**config.mk**
```make
export PLATFORM = sky130hd
export DESIGN_NAME = sa_seq_ctrl
export DESIGN_NICKNAME = d
export VERILOG_FILES = /design/src/rtl/sa_seq_ctrl.sv
export SDC_FILE = /design/constraint.sdc
export NUM_CORES = 1
export LEC_CHECK = 0
export CAP_MARGIN = 10
export CELL_PAD_IN_SITES_DETAIL_PLACEMENT = 1
export CELL_PAD_IN_SITES_GLOBAL_PLACEMENT = 1
export CORE_ASPECT_RATIO = 1.25
export CORE_MARGIN = 4
export CORE_UTILIZATION = 25
export CTS_CLUSTER_DIAMETER = 200
export CTS_CLUSTER_SIZE = 20
export DETAILED_ROUTE_END_ITERATION = 7
export PLACE_DENSITY_LB_ADDON = 0.1
export SLEW_MARGIN = 20
export SYNTH_ARGS = -nofsm -noshare
export SYNTH_HDL_FRONTEND = slang
export SYNTH_SLANG_ARGS = --single-unit
```
**constraint.sdc**
```tcl
create_clock -name clk -period 2.7 [get_ports clk]
set_input_delay 0.81 -clock clk [delete_from_list [all_inputs] [get_ports clk]]
set_output_delay 0.81 -clock clk [all_outputs]
set_load 0.05 [all_outputs]
```
**src/rtl/sa_seq_ctrl.sv**
```systemverilog
// Systolic-array test sequencer: walks BankAddr over every case, clears the PEs,
// strobes the operand feed and flags result-valid. Optional SA_SEQ_CTRL_STALL_EN adds a stall input.
module sa_seq_ctrl #(
  parameter int ADDR_WIDTH  = 10,
  parameter int NUM_CASES   = 1024,
  parameter int K_LEN       = 8,
  parameter int CASE_CYCLES = 17,
  parameter int IDX_WIDTH   = 3
) (
  input  logic                  clk,
  input  logic                  rstSys,
  input  logic                  startSys,
`ifdef SA_SEQ_CTRL_STALL_EN
  input  logic                  stall,
`endif
  output logic [ADDR_WIDTH-1:0] BankAddr,
  output logic                  MemEn,
  output logic                  PeClear,
  output logic                  FeedValid,
  output logic [IDX_WIDTH-1:0]  FeedIdx,
  output logic                  start_check,
  output logic                  busy,
  output logic                  done
);

  localparam int CYC_W = (CASE_CYCLES > 2) ? $clog2(CASE_CYCLES) : 1;
  localparam logic [CYC_W-1:0]      LAST_CYC  = CYC_W'(CASE_CYCLES - 1);
  localparam logic [CYC_W-1:0]      FEED_LAST = CYC_W'(K_LEN);
  localparam logic [ADDR_WIDTH-1:0] LAST_ADDR = ADDR_WIDTH'(NUM_CASES - 1);

  generate
    if (CASE_CYCLES < K_LEN + 2) begin : gBadCaseCycles
      $error("sa_seq_ctrl: CASE_CYCLES must be >= K_LEN+2");
    end
    if (K_LEN - 1 >= (1 << IDX_WIDTH)) begin : gBadIdxWidth
      $error("sa_seq_ctrl: IDX_WIDTH cannot hold K_LEN-1");
    end
  endgenerate

`ifndef SA_SEQ_CTRL_STALL_EN
  logic stall;
  assign stall = 1'b0;
`endif

  typedef enum logic [1:0] {IDLE, RUN, DONE} state_t;

  state_t           state;
  logic [CYC_W-1:0] cyc;

  always_ff @(posedge clk or posedge rstSys) begin
    if (rstSys) begin
      state    <= IDLE;
      cyc      <= '0;
      BankAddr <= '0;
    end else begin
      case (state)
        IDLE: if (startSys) begin
          state    <= RUN;
          cyc      <= '0;
          BankAddr <= '0;
        end
        RUN: if (!stall) begin
          if (cyc == LAST_CYC) begin
            if (BankAddr == LAST_ADDR) state <= DONE;
            else begin
              BankAddr <= BankAddr + ADDR_WIDTH'(1);
              cyc      <= '0;
            end
          end else begin
            cyc <= cyc + CYC_W'(1);
          end
        end
        DONE: if (!startSys) begin
          // re-arm only once start has been released
          state    <= IDLE;
          cyc      <= '0;
          BankAddr <= '0;
        end
        default: state <= IDLE;
      endcase
    end
  end

  // Moore decode; bank data lags the address by one cycle, so the feed runs cyc 1..K_LEN
  logic run, feedWin;
  assign run         = (state == RUN);
  assign feedWin     = run && (cyc >= CYC_W'(1)) && (cyc <= FEED_LAST);
  assign busy        = run;
  assign MemEn       = run;
  assign done        = (state == DONE);
  assign PeClear     = run && (cyc == '0) && !stall;
  assign FeedValid   = feedWin && !stall;
  assign FeedIdx     = feedWin ? IDX_WIDTH'(cyc - CYC_W'(1)) : '0;
  assign start_check = run && (cyc == LAST_CYC) && !stall;

endmodule

```
==> qor.yml, run 1 <==
global_route:
  antenna_found_initial: 0
  grt_pass1_wl_mm: 5.73
  grt_max_degree: 18
  grt-ovfl-total: 0
  grt_usage: 0.127
  grt_pass1_vias: 1157
cells_and_area:
  drive_above_1_share: 0.231
  syn_to_final_growth_pct: 31.9
  stdcell_count: 201
  layout.nets: 152
  diodes: 0
  fin_util: 0.345
clocking:
  numCtsBuffers: 3
  clock-root-buffer: "clkbuf_8"
  clkLatencyLatePin_ns: 0.26
  cts_tree: "yes"
  cts.sinks: 17
  htree_levels: 1
  cts_buffer_depth: 2
  postCtsSetupBuffers: 0
  clk_pin_slew_ns: 0.07
synth:
  ys_seq_elements: 17
  synth_mux_area_frac: 0.00865
  syn_nets: 130
  synth_xor_area_frac: 0.0151
  synth-simple-area-share: 0.245
  synth.distinct_cells: 45
  yosysTopAreaCell: "dfrtp_1"
  synth_area_leaders: "dfrtp_1, ha_1, nand3_1, nor2_1, inv_1"
  yosysWarnings: 0
  netlist.area_leader.share: 0.368
  ys_seq_area_frac: 0.368
  synthesis.area_sq_um: 1160
  avgSynthCellArea_sq_um: 9.49
  yosys.area_share.adder: 0.0541
  synthCells: 122
  synth_top_family_by_area: "simple AND/OR/NAND/NOR gates"
  synth_compound_area_frac: 0.218
floorplan:
  start_util: 0.262
  die_w_microns: 68.9
  rows: 27
  fp.dieH_microns: 84.1
  die_area_sq_um: 5790
  ios: 22
  core-area_sq_um: 4430
status:
  outcome: "complete, no violations"
placed_design:
  place_congestion: 0.789
  dp.cells: 197
  port_buffers: 21
  dpl.hpwl_mm: 2.44
timing:
  final.setup_skew_ns: 0.00225
  finalSetupViolCount: 0
  max_freq_ghz: 0.392
  slew_violations: 0
  relSlewSlack: 0.422
  worstMarginPinSlew_ns: 0.861
  hold_viol: 0
  grt_setup_unrepaired: "no"
  post-route-period-util: 0.944
  period_minus_slack_ns: 2.55
setup_path:
  r2r_cells: 5
  critPathMaxFanout: 5
  cp.arrival_ns: 1.74
  startpoint_type: "flip-flop"
  worstPathRequired_ns: 1.89
  path_class: "flip-flop to primary output"
  endpoint_kind: "primary output"
routing:
  drtIter0Drc: 39
  wirelength_mm: 3.25
  viasPerCell: 5.20
  drcViolationCount: 0
  postRouteAntennaNets: 0
  drtPass1Iterations: 4
  wl_per_cell_microns: 16.2
  vias: 1045
flow_run:
  maxCapViolations: 0
power:
  cellPowerDensity_nw_per_um2: 1100
  ir_drop_mv: 0.439
  p_leak_nw: 0.587
  power_mw: 1.67
min_path:
  holdCritPathClass: "flip-flop to flip-flop"
  min_delay_path_depth: 1
==> cell type report <==
class                      instances  area (sq um)
timing repair buffer              23           280
tap                               58          72.6
multi-input combinational         89           662
inverter                          10          38.8
clock inverter                     1          5.00
fill                             530          2900
sequential                        17           427
clock buffer                       3          41.3
==> routing by layer <==
layer / share of wire / up-vias / routed length (microns) / GRT usage
li1: - / 498 / - / -
met1: 0.43 / 524 / 1400 / 0.163
met2: 0.52 / 18 / 1680 / 0.214
met3: 0.036 / 5 / 117 / 0.0189
met4: 0.014 / 0 / 46 / 0.0372
met5: 0 / - / 0 / 0
==> placed cells by master (no fill, tap or decap), drive strengths merged <==
cell type / instances
a211o: 1
a211oi: 1
a21oi: 6
a311o: 1
a31oi: 7
a32o: 1
a41oi: 2
and3: 1
and4: 1
buf: 10
clkbuf: 3
clkdlybuf4s50: 13
clkinv: 2
dfrtp: 17
ha: 5
inv: 9
mux2i: 1
nand2: 9
nand2b: 4
nand3: 8
nand3b: 1
nand4: 3
nor2: 11
nor2b: 1
nor3: 2
nor4: 4
o211ai: 2
o21a: 2
o21ai: 2
o221ai: 2
o31ai: 2
o41ai: 3
or3: 4
xnor2: 1
xor2: 1
==> through the flow <==
step / hold WS, ns / setup WS [ns] / instance area (sq um) / setup TNS (ns)
after floorplan: 0.558 / -0.0260 / 1160 / -0.0526
after global placement: 0.530 / 0.0739 / 1450 / 0
after detailed placement: 0.527 / 0.0445 / 1450 / 0
after CTS: 0.541 / 0.00990 / 1510 / 0
after global routing: 0.560 / 0.0129 / 1530 / 0
final: 0.537 / 0.151 / 1530 / 0
==> timing repair <==
action | CTS | global route
hold buffers | 0 | 0
resized for setup | 4 | 6
pin swaps | 1 | 0
endpoints found under the setup margin | 4 | 4
==> final timing paths <==
kind | end | slack [ns] | from
worst max-delay path | FeedIdx[1] | 0.15 | cyc[1]$_DFFE_PP0P_
min in group asynchronous | cyc[0]$_DFFE_PP0P_ | 0.95 | rstSys
worst min register to register | BankAddr[0]$_DFFE_PP0P_ | 0.54 | BankAddr[0]$_DFFE_PP0P_
worst min-delay path | BankAddr[0]$_DFFE_PP0P_ | 0.54 | BankAddr[0]$_DFFE_PP0P_
max in group asynchronous | cyc[1]$_DFFE_PP0P_ | 1.27 | rstSys
worst max register to register | BankAddr[7]$_DFFE_PP0P_ | 0.70 | cyc[1]$_DFFE_PP0P_
==> power breakdown <==
group,internal (mW),switching (mW)
clock network,0.103,0.0979
logic,0.413,0.581
registers,0.339,0.141
total,0.855,0.820
==> sequential cells by signal (all words and copies together) (netlist names) <==
name      cells
state         2
cyc           5
BankAddr     10
==> synthesized netlist by cell type, drive strengths merged <==
library cell  instances
dfrtp                17
nor2                 11
inv                   9
nand2                 9
nand3                 8
a31oi                 7
a21oi                 6
buf                   6
ha                    5
nand2b                4
nor4                  4
or3                   4
nand4                 3
o41ai                 3
a41oi                 2
nor3                  2
o211ai                2
o21a                  2
o21ai                 2
o221ai                2
o31ai                 2
a211o                 1
a211oi                1
a311o                 1
a32o                  1
and3                  1
and4                  1
clkinv                1
mux2i                 1
nand3b                1
nor2b                 1
xnor2                 1
xor2                  1
==> kinds of logic (layout without fill, tap and decap cells) <==
family,Yosys count,after routing
multiplexers,1,1
AO/OA/AOI/OAI,32,32
AND/OR/NAND/NOR,49,49
XOR/XNOR,2,2
adder cells (fa/ha/maj),5,5
buffers and inverters,16,37
flip-flops,17,17
==> critical path: stages, from the launching register on <==
cell,delay [ns]
dfrtp_2,0.45
inv_2,0.11
ha_4,0.17
nand2b_4,0.07
a211oi_2,0.24
o21ai_2,0.13
nor2_2,0.16
buf_12,0.15
(Power assumes the default switching activity.)
==> inputs of run 2 (changes only) <==
--- a/config.mk
+++ b/config.mk
@@ -12,8 +12,8 @@
 export CORE_MARGIN = 4
 export CORE_UTILIZATION = 25
 export CTS_CLUSTER_DIAMETER = 200
-export CTS_CLUSTER_SIZE = 20
 export DETAILED_ROUTE_END_ITERATION = 7
+export HOLD_SLACK_MARGIN = 0.1
 export PLACE_DENSITY_LB_ADDON = 0.1
 export SLEW_MARGIN = 20
 export SYNTH_ARGS = -nofsm -noshare
==> results of run 2 <==
Final layout, timing and power as in run 1 (identical DEF).
==> inputs of run 3 (changes only) <==
--- a/config.mk
+++ b/config.mk
@@ -12,9 +12,11 @@
 export CORE_MARGIN = 4
 export CORE_UTILIZATION = 25
 export CTS_CLUSTER_DIAMETER = 200
+export CTS_CLUSTER_SIZE = 30
 export DETAILED_ROUTE_END_ITERATION = 7
 export HOLD_SLACK_MARGIN = 0.1
 export PLACE_DENSITY_LB_ADDON = 0.1
+export RECOVER_POWER = 50
 export SLEW_MARGIN = 20
 export SYNTH_ARGS = -nofsm -noshare
 export SYNTH_HDL_FRONTEND = slang
==> qor.yml, run 3 (synthesis results as in run 1) <==
power:
  pwr-share-comb: 0.595  # was 0.594
  pwr-share-clk: 0.119  # was 0.120
  intPower_uw: 854  # was 855 uW
  power_mw: 1.67  # about the same
  p_leak_nw: 0.587  # about the same
  pwr-share-seq: 0.286  # was 0.287
  swShare: 0.488  # was 0.490
  ir_drop_mv: 0.439  # about the same
  switching_power_uw: 816  # was 820 uW
  cellPowerDensity_nw_per_um2: 1100  # about the same
cells_and_area:
  layout_common_cells: "dfrtp_1, clkdlybuf4s50_1, inv_1, nand3_1, nand2_1"  # unchanged
  final_common_cell: "dfrtp_1"  # unchanged
  diodes: 0  # unchanged
  drive_above_1_share: 0.224  # was 0.231
  largestRegisters: "BankAddr (10), cyc (5), state (2)"  # unchanged
  layout.nets: 152  # unchanged
  final_cell_area_sq_um: 1520  # was 1530 sq um
  syn_to_final_growth_pct: 31.4  # was 31.9%
  largest_reg_flops: 10  # unchanged
  regMostFlops: "BankAddr"  # unchanged
  fin_util: 0.344  # was 0.345
setup_path:
  slowest_delay_ns: 0.45  # about the same
  cp.arrival_ns: 1.74  # about the same
  critPathMaxFanout: 5  # unchanged
  endpoint_kind: "primary output"  # unchanged
  path_class: "flip-flop to primary output"  # unchanged
  r2r_start: "cyc[1]$_DFFE_PP0P_"  # unchanged
  critical_path.startpoint: "cyc[1]$_DFFE_PP0P_"  # unchanged
  r2r_cells: 8  # was 5
  r2r-end: "cyc[1]$_DFFE_PP0P_"  # was BankAddr[7]$_DFFE_PP0P_
  cpMaxStageDelayCell: "dfrtp_2"  # unchanged
  worstPathRequired_ns: 1.89  # about the same
  r2r_setup_slack_ns: 0.62  # was 0.70 ns
  startpoint_type: "flip-flop"  # unchanged
  crit_chain: "inv_2, ha_4, nand2b_4, a211oi_2, o21ai_2, nor2_2, buf_12"  # unchanged
  endpoint: "FeedIdx[1]"  # unchanged
clocking:
  postCtsSetupBuffers: 0  # unchanged
  cts.sinks: 17  # unchanged
  clock-root-buffer: "clkbuf_8"  # unchanged
  cts_buffer_depth: 2  # unchanged
  clkLatencyLatePin_ns: 0.26  # about the same
  hold_buffers: 0  # unchanged
  numCtsBuffers: 3  # unchanged
  htree_levels: 1  # unchanged
  clk_pin_slew_ns: 0.07  # about the same
  cts_tree: "yes"  # unchanged
timing:
  period_minus_slack_ns: 2.55  # about the same
  slew_violations: 0  # unchanged
  hold_viol: 0  # unchanged
  finalSetupViolCount: 0  # unchanged
  hold-worst-slack_ns: 0.534  # was 0.537 ns
  fin_ws_ns: 0.153  # was 0.151 ns
  post-route-period-util: 0.943  # was 0.944
  grt_setup_unrepaired: "no"  # unchanged
  final.setup_skew_ns: 0.00233  # was 0.00225 ns
  worstMarginPinSlew_ns: 0.850  # was 0.861 ns
  relSlewSlack: 0.429  # was 0.422
  max_freq_ghz: 0.393  # was 0.392 GHz
floorplan:
  die_area_sq_um: 5790  # unchanged
  die_w_microns: 68.9  # unchanged
  fp.dieH_microns: 84.1  # unchanged
  core-area_sq_um: 4430  # unchanged
  ios: 22  # unchanged
  start_util: 0.262  # unchanged
  rows: 27  # unchanged
routing:
  wl_per_cell_microns: 16.1  # was 16.2 microns
  drtPass1Iterations: 4  # unchanged
  drcViolationCount: 0  # unchanged
  postRouteAntennaNets: 0  # unchanged
  vias: 1048  # was 1045
  viasPerCell: 5.21  # was 5.20
  wirelength_mm: 3.24  # was 3.25 mm
  drtIter0Drc: 38  # was 39
global_route:
  antenna_found_initial: 0  # unchanged
  grt_pass1_vias: 1157  # unchanged
  grt_pass1_wl_mm: 5.73  # unchanged
  grt-ovfl-total: 0  # unchanged
  grt_max_degree: 18  # unchanged
  grt_usage: 0.127  # unchanged
placed_design:
  place_congestion: 0.789  # unchanged
  dpl.hpwl_mm: 2.44  # unchanged
  dp_slack_ns: 0.0445  # unchanged
  port_buffers: 21  # unchanged
  postPlaceCellArea_sq_um: 1450  # unchanged
status:
  outcome: "complete, no violations"  # unchanged
flow_run:
  maxCapViolations: 0  # unchanged
min_path:
  holdCritPathClass: "flip-flop to flip-flop"  # unchanged
==> run 3: cell types whose count changed in the layout (fill, tap and decap cells not counted) <==
cell	delta
clkdlybuf4s50_1	-2
a31oi_1	+1
dlygate4sd3_1	+2
a31oi_2	-1
==> run 3: area by class of cell <==
| type | instances | area (sq um) |
|---|---|---|
| multi-input cells | 89 | 656 |
| flip-flops and latches | 17 | 427 |
| well taps | 58 | 72.6 |
| clock inverters | 1 | 5.00 |
| repair buffers | 23 | 280 |
| fillers | 532 | 2910 |
| inverters | 10 | 38.8 |
| clock buffers | 3 | 41.3 |
==> run 3: how the worst min path moves through the flow <==
stage / from / depth (start not counted) / slack, ns / to
floorplan: cyc[3]$_DFFE_PP0P_ / 1 / 0.56 / cyc[3]$_DFFE_PP0P_
global placement: BankAddr[8]$_DFFE_PP0P_ / 1 / 0.53 / BankAddr[8]$_DFFE_PP0P_
detailed placement: BankAddr[8]$_DFFE_PP0P_ / 1 / 0.53 / BankAddr[8]$_DFFE_PP0P_
CTS: BankAddr[8]$_DFFE_PP0P_ / 1 / 0.54 / BankAddr[8]$_DFFE_PP0P_
global route: BankAddr[8]$_DFFE_PP0P_ / 1 / 0.56 / BankAddr[8]$_DFFE_PP0P_
finish: BankAddr[0]$_DFFE_PP0P_ / 1 / 0.53 / BankAddr[0]$_DFFE_PP0P_
==> run 3: per-stage QoR <==
| step | setup TNS, ns | std cells |
|---|---|---|
| CTS | 0 | 201 |
| detailed placement | 0 | 197 |
| global placement | 0 | 197 |
| global route | 0 | 201 |
| finish | 0 | 201 |
| floorplan | -0.0526 | 122 |
==> run 3: power by group through the flow <==
stage	Sequential, mW	Combinational [mW]	Clock [mW]
floorplan	0.599	0.478	0
global placement	0.476	0.933	0
detailed placement	0.480	0.952	0
CTS	0.478	0.981	0.203
global route	0.502	1.07	0.217
finish	0.478	0.993	0.199
==> run 3: critical path: cells and delay by family, from the launching register on <==
kind,cells,cell delay (ns)
adder cells (fa/ha/maj),1,0.17
flip-flops,1,0.45
AO/OA/AOI/OAI,2,0.37
AND/OR/NAND/NOR,2,0.23
buffers and inverters,2,0.26
==> run 3: what timing repair did <==
item / 4_1_cts / 5_1_grt
pin swaps: 1 / 0
resized for setup: 4 / 6
endpoints found under the setup margin: 4 / 4
hold endpoints to repair: 0 / 0
==> run 3: routing by layer <==
metal,GRT usage,wire length (microns),vias to the layer above
met5,0,0,-
met4,0.0372,46,0
met3,0.0189,105,5
met2,0.214,1700,15
met1,0.163,1390,532
li1,-,-,496
==> variant (config.mk and constraints of run 1) <==
Build with the macro `SA_SEQ_CTRL_STALL_EN` defined.
--- a/src/rtl/sa_seq_ctrl.sv
+++ b/src/rtl/sa_seq_ctrl.sv
@@ -1,5 +1,7 @@
 // Systolic-array test sequencer: walks BankAddr over every case, clears the PEs,
 // strobes the operand feed and flags result-valid. Optional SA_SEQ_CTRL_STALL_EN adds a stall input.
+`define SA_SEQ_CTRL_STALL_EN
+
 module sa_seq_ctrl #(
   parameter int ADDR_WIDTH  = 10,
   parameter int NUM_CASES   = 1024,
Ports: changed (added stall); port bits go from 22 to 23. The function was not compared with the original's and may differ.
==> variant against run 1 <==
- cell area up 11%
- critical path depth down 1
- sequential cell count unchanged
- utilization up 1.5 points
- setup slack worse by 0.021 ns
- total power down 11%
- area after synthesis up 4.4%
- critical path type is now primary input to output port
- maximum frequency down 0.80%
- via count up 9.8%
- routed wire length up 9.5%
==> variant: results (changes against run 1) <==
[global_routing]
grt_use_met1_pct=15.74  ; was 16.31%
grt_pass1_vias=1256  ; was 1157
grt_pass1_wl_um=6320  ; was 5733 µm
use_met3_pct=1.993  ; was 1.887%
globalRouteTotalUtil_pct=13.03  ; was 12.71%
antenna_found_initial=0  ; unchanged
use_met2_pct=23.56  ; was 21.35%
grt_start_max_net_pins=18  ; unchanged

[logic_synthesis]
synth_commonest_cells=dfrtp_1, nor2_1, nand3_1, o21ai_1, a21oi_1  ; was dfrtp_1, nor2_1, inv_1
syn-num-nets=141  ; was 130
synth-seq-area-share_pct=35.20  ; was 36.76%
synth.top_cells.by_area=dfrtp_1, ha_1, nor2_1  ; was dfrtp_1, ha_1, nand3_1
synth-xor-area-share_pct=0.7246  ; was 1.514%
synth-compound-area-share_pct=25.78  ; was 21.84%
yosys-mux-area-fraction_pct=0  ; was 0.8649%
yosysWarnings=0  ; unchanged
synth_fa_ha_area_share_pct=5.176  ; was 5.405%

[critical_path]
path_delay_family=buffers and inverters  ; was flip-flops
rr_endpoint=BankAddr[4]$_DFFE_PP0P_  ; was BankAddr[7]$_DFFE_PP0P_
cp_slowest_cell=dlygate4sd2_1  ; was dfrtp_2
cpPeakStageDelay_ns=0.27  ; was 0.45 ns
crit_fanout=2  ; was 5
reg2reg_depth=7  ; was 5
r2r-start=cyc[0]$_DFFE_PP0P_  ; was cyc[1]$_DFFE_PP0P_
arrival_ns=1.76  ; was 1.74 ns
reg2reg_slack_ns=0.71

[worst_hold_path]
hold_path_class=register to register  ; unchanged
whs_path_depth=2  ; was 1
min_from=BankAddr[8]$_DFFE_PP0P_  ; was BankAddr[0]$_DFFE_PP0P_
hold_path_end=BankAddr[8]$_DFFE_PP0P_  ; was BankAddr[0]$_DFFE_PP0P_

[timing]
holdWs_ns=0.5843  ; was 0.5373 ns
skew_ns=0.004926  ; was 0.002246 ns
fmax_ghz=0.3892  ; was 0.3923 GHz
slew_headroom_pct=51.33  ; was 42.18%

[clocking]
clk_pin_slew_ns=0.07  ; about the same
cts-resized-gates=5  ; was 4
cts_root_buffer=clkbuf_8  ; unchanged

[place]
gp_congestion=0.7662  ; was 0.7890
portBuffers=22  ; was 21
pre_cts_ws_ns=-0.1411  ; was 0.04450 ns
hpwl_um=2791  ; was 2441 µm

[power]
vdd_drop_max_mv=0.6233  ; was 0.4394 mV
p_sw_uw=686.8  ; was 819.9 µW
clkPwrFrac_pct=12.8  ; was 12.0%
p_comb_share_pct=60.5  ; was 59.4%
p_comb_uw=905  ; was 994 µW
power_leakage_uw=0.0007136  ; was 0.0005869 µW

[detailed_routing]
first_iter_violations=36  ; was 39
wl_per_cell_um=16.01  ; was 16.16 µm
vias_per_cell=5.167  ; was 5.199
routed-wl-met3_um=93  ; was 117 µm
wl_met1_um=1561  ; was 1401 µm
ant_nets=0  ; unchanged
wl_met2_um=1868  ; was 1682 µm
first_pass_iters=2  ; was 4

[cells_and_area]
layout.nets=172  ; was 152
drive_gt1_share_pct=26.54  ; was 23.08%
n_antenna_cell=0  ; unchanged

[run_status]
status=finished clean  ; unchanged

variant: how the worst max path moves through the flow:
| stage | endpoint | slack (ns) | start | depth (start not counted) |
|---|---|---|---|---|
| global route | FeedValid | 0.01 | cyc[0]$_DFFE_PP0P_ | 7 |
| CTS | FeedValid | -0.01 | cyc[0]$_DFFE_PP0P_ | 7 |
| finish | start_check | 0.13 | stall | 6 |
| floorplan | FeedIdx[2] | 0.01 | cyc[0]$_DFFE_PP0P_ | 6 |
| global placement | PeClear | -0.08 | stall | 5 |
| detailed placement | PeClear | -0.14 | stall | 5 |
variant: layout make-up:
class | count | area (µm²)
Fill cell | 549 | 3004
Multi-Input combinational cell | 101 | 739.5
Sequential cell | 17 | 426.7
Timing Repair Buffer | 32 | 374.1
Tap cell | 60 | 75.07
Clock buffer | 4 | 45.04
Inverter | 8 | 30.03
variant: stage by stage:
stage	instances	instance area, µm²
2_1_floorplan	132	1209
3_3_place_gp	216	1609
3_5_place_dp	216	1609
4_1_cts	220	1662
5_1_grt	222	1690
6_report	222	1690
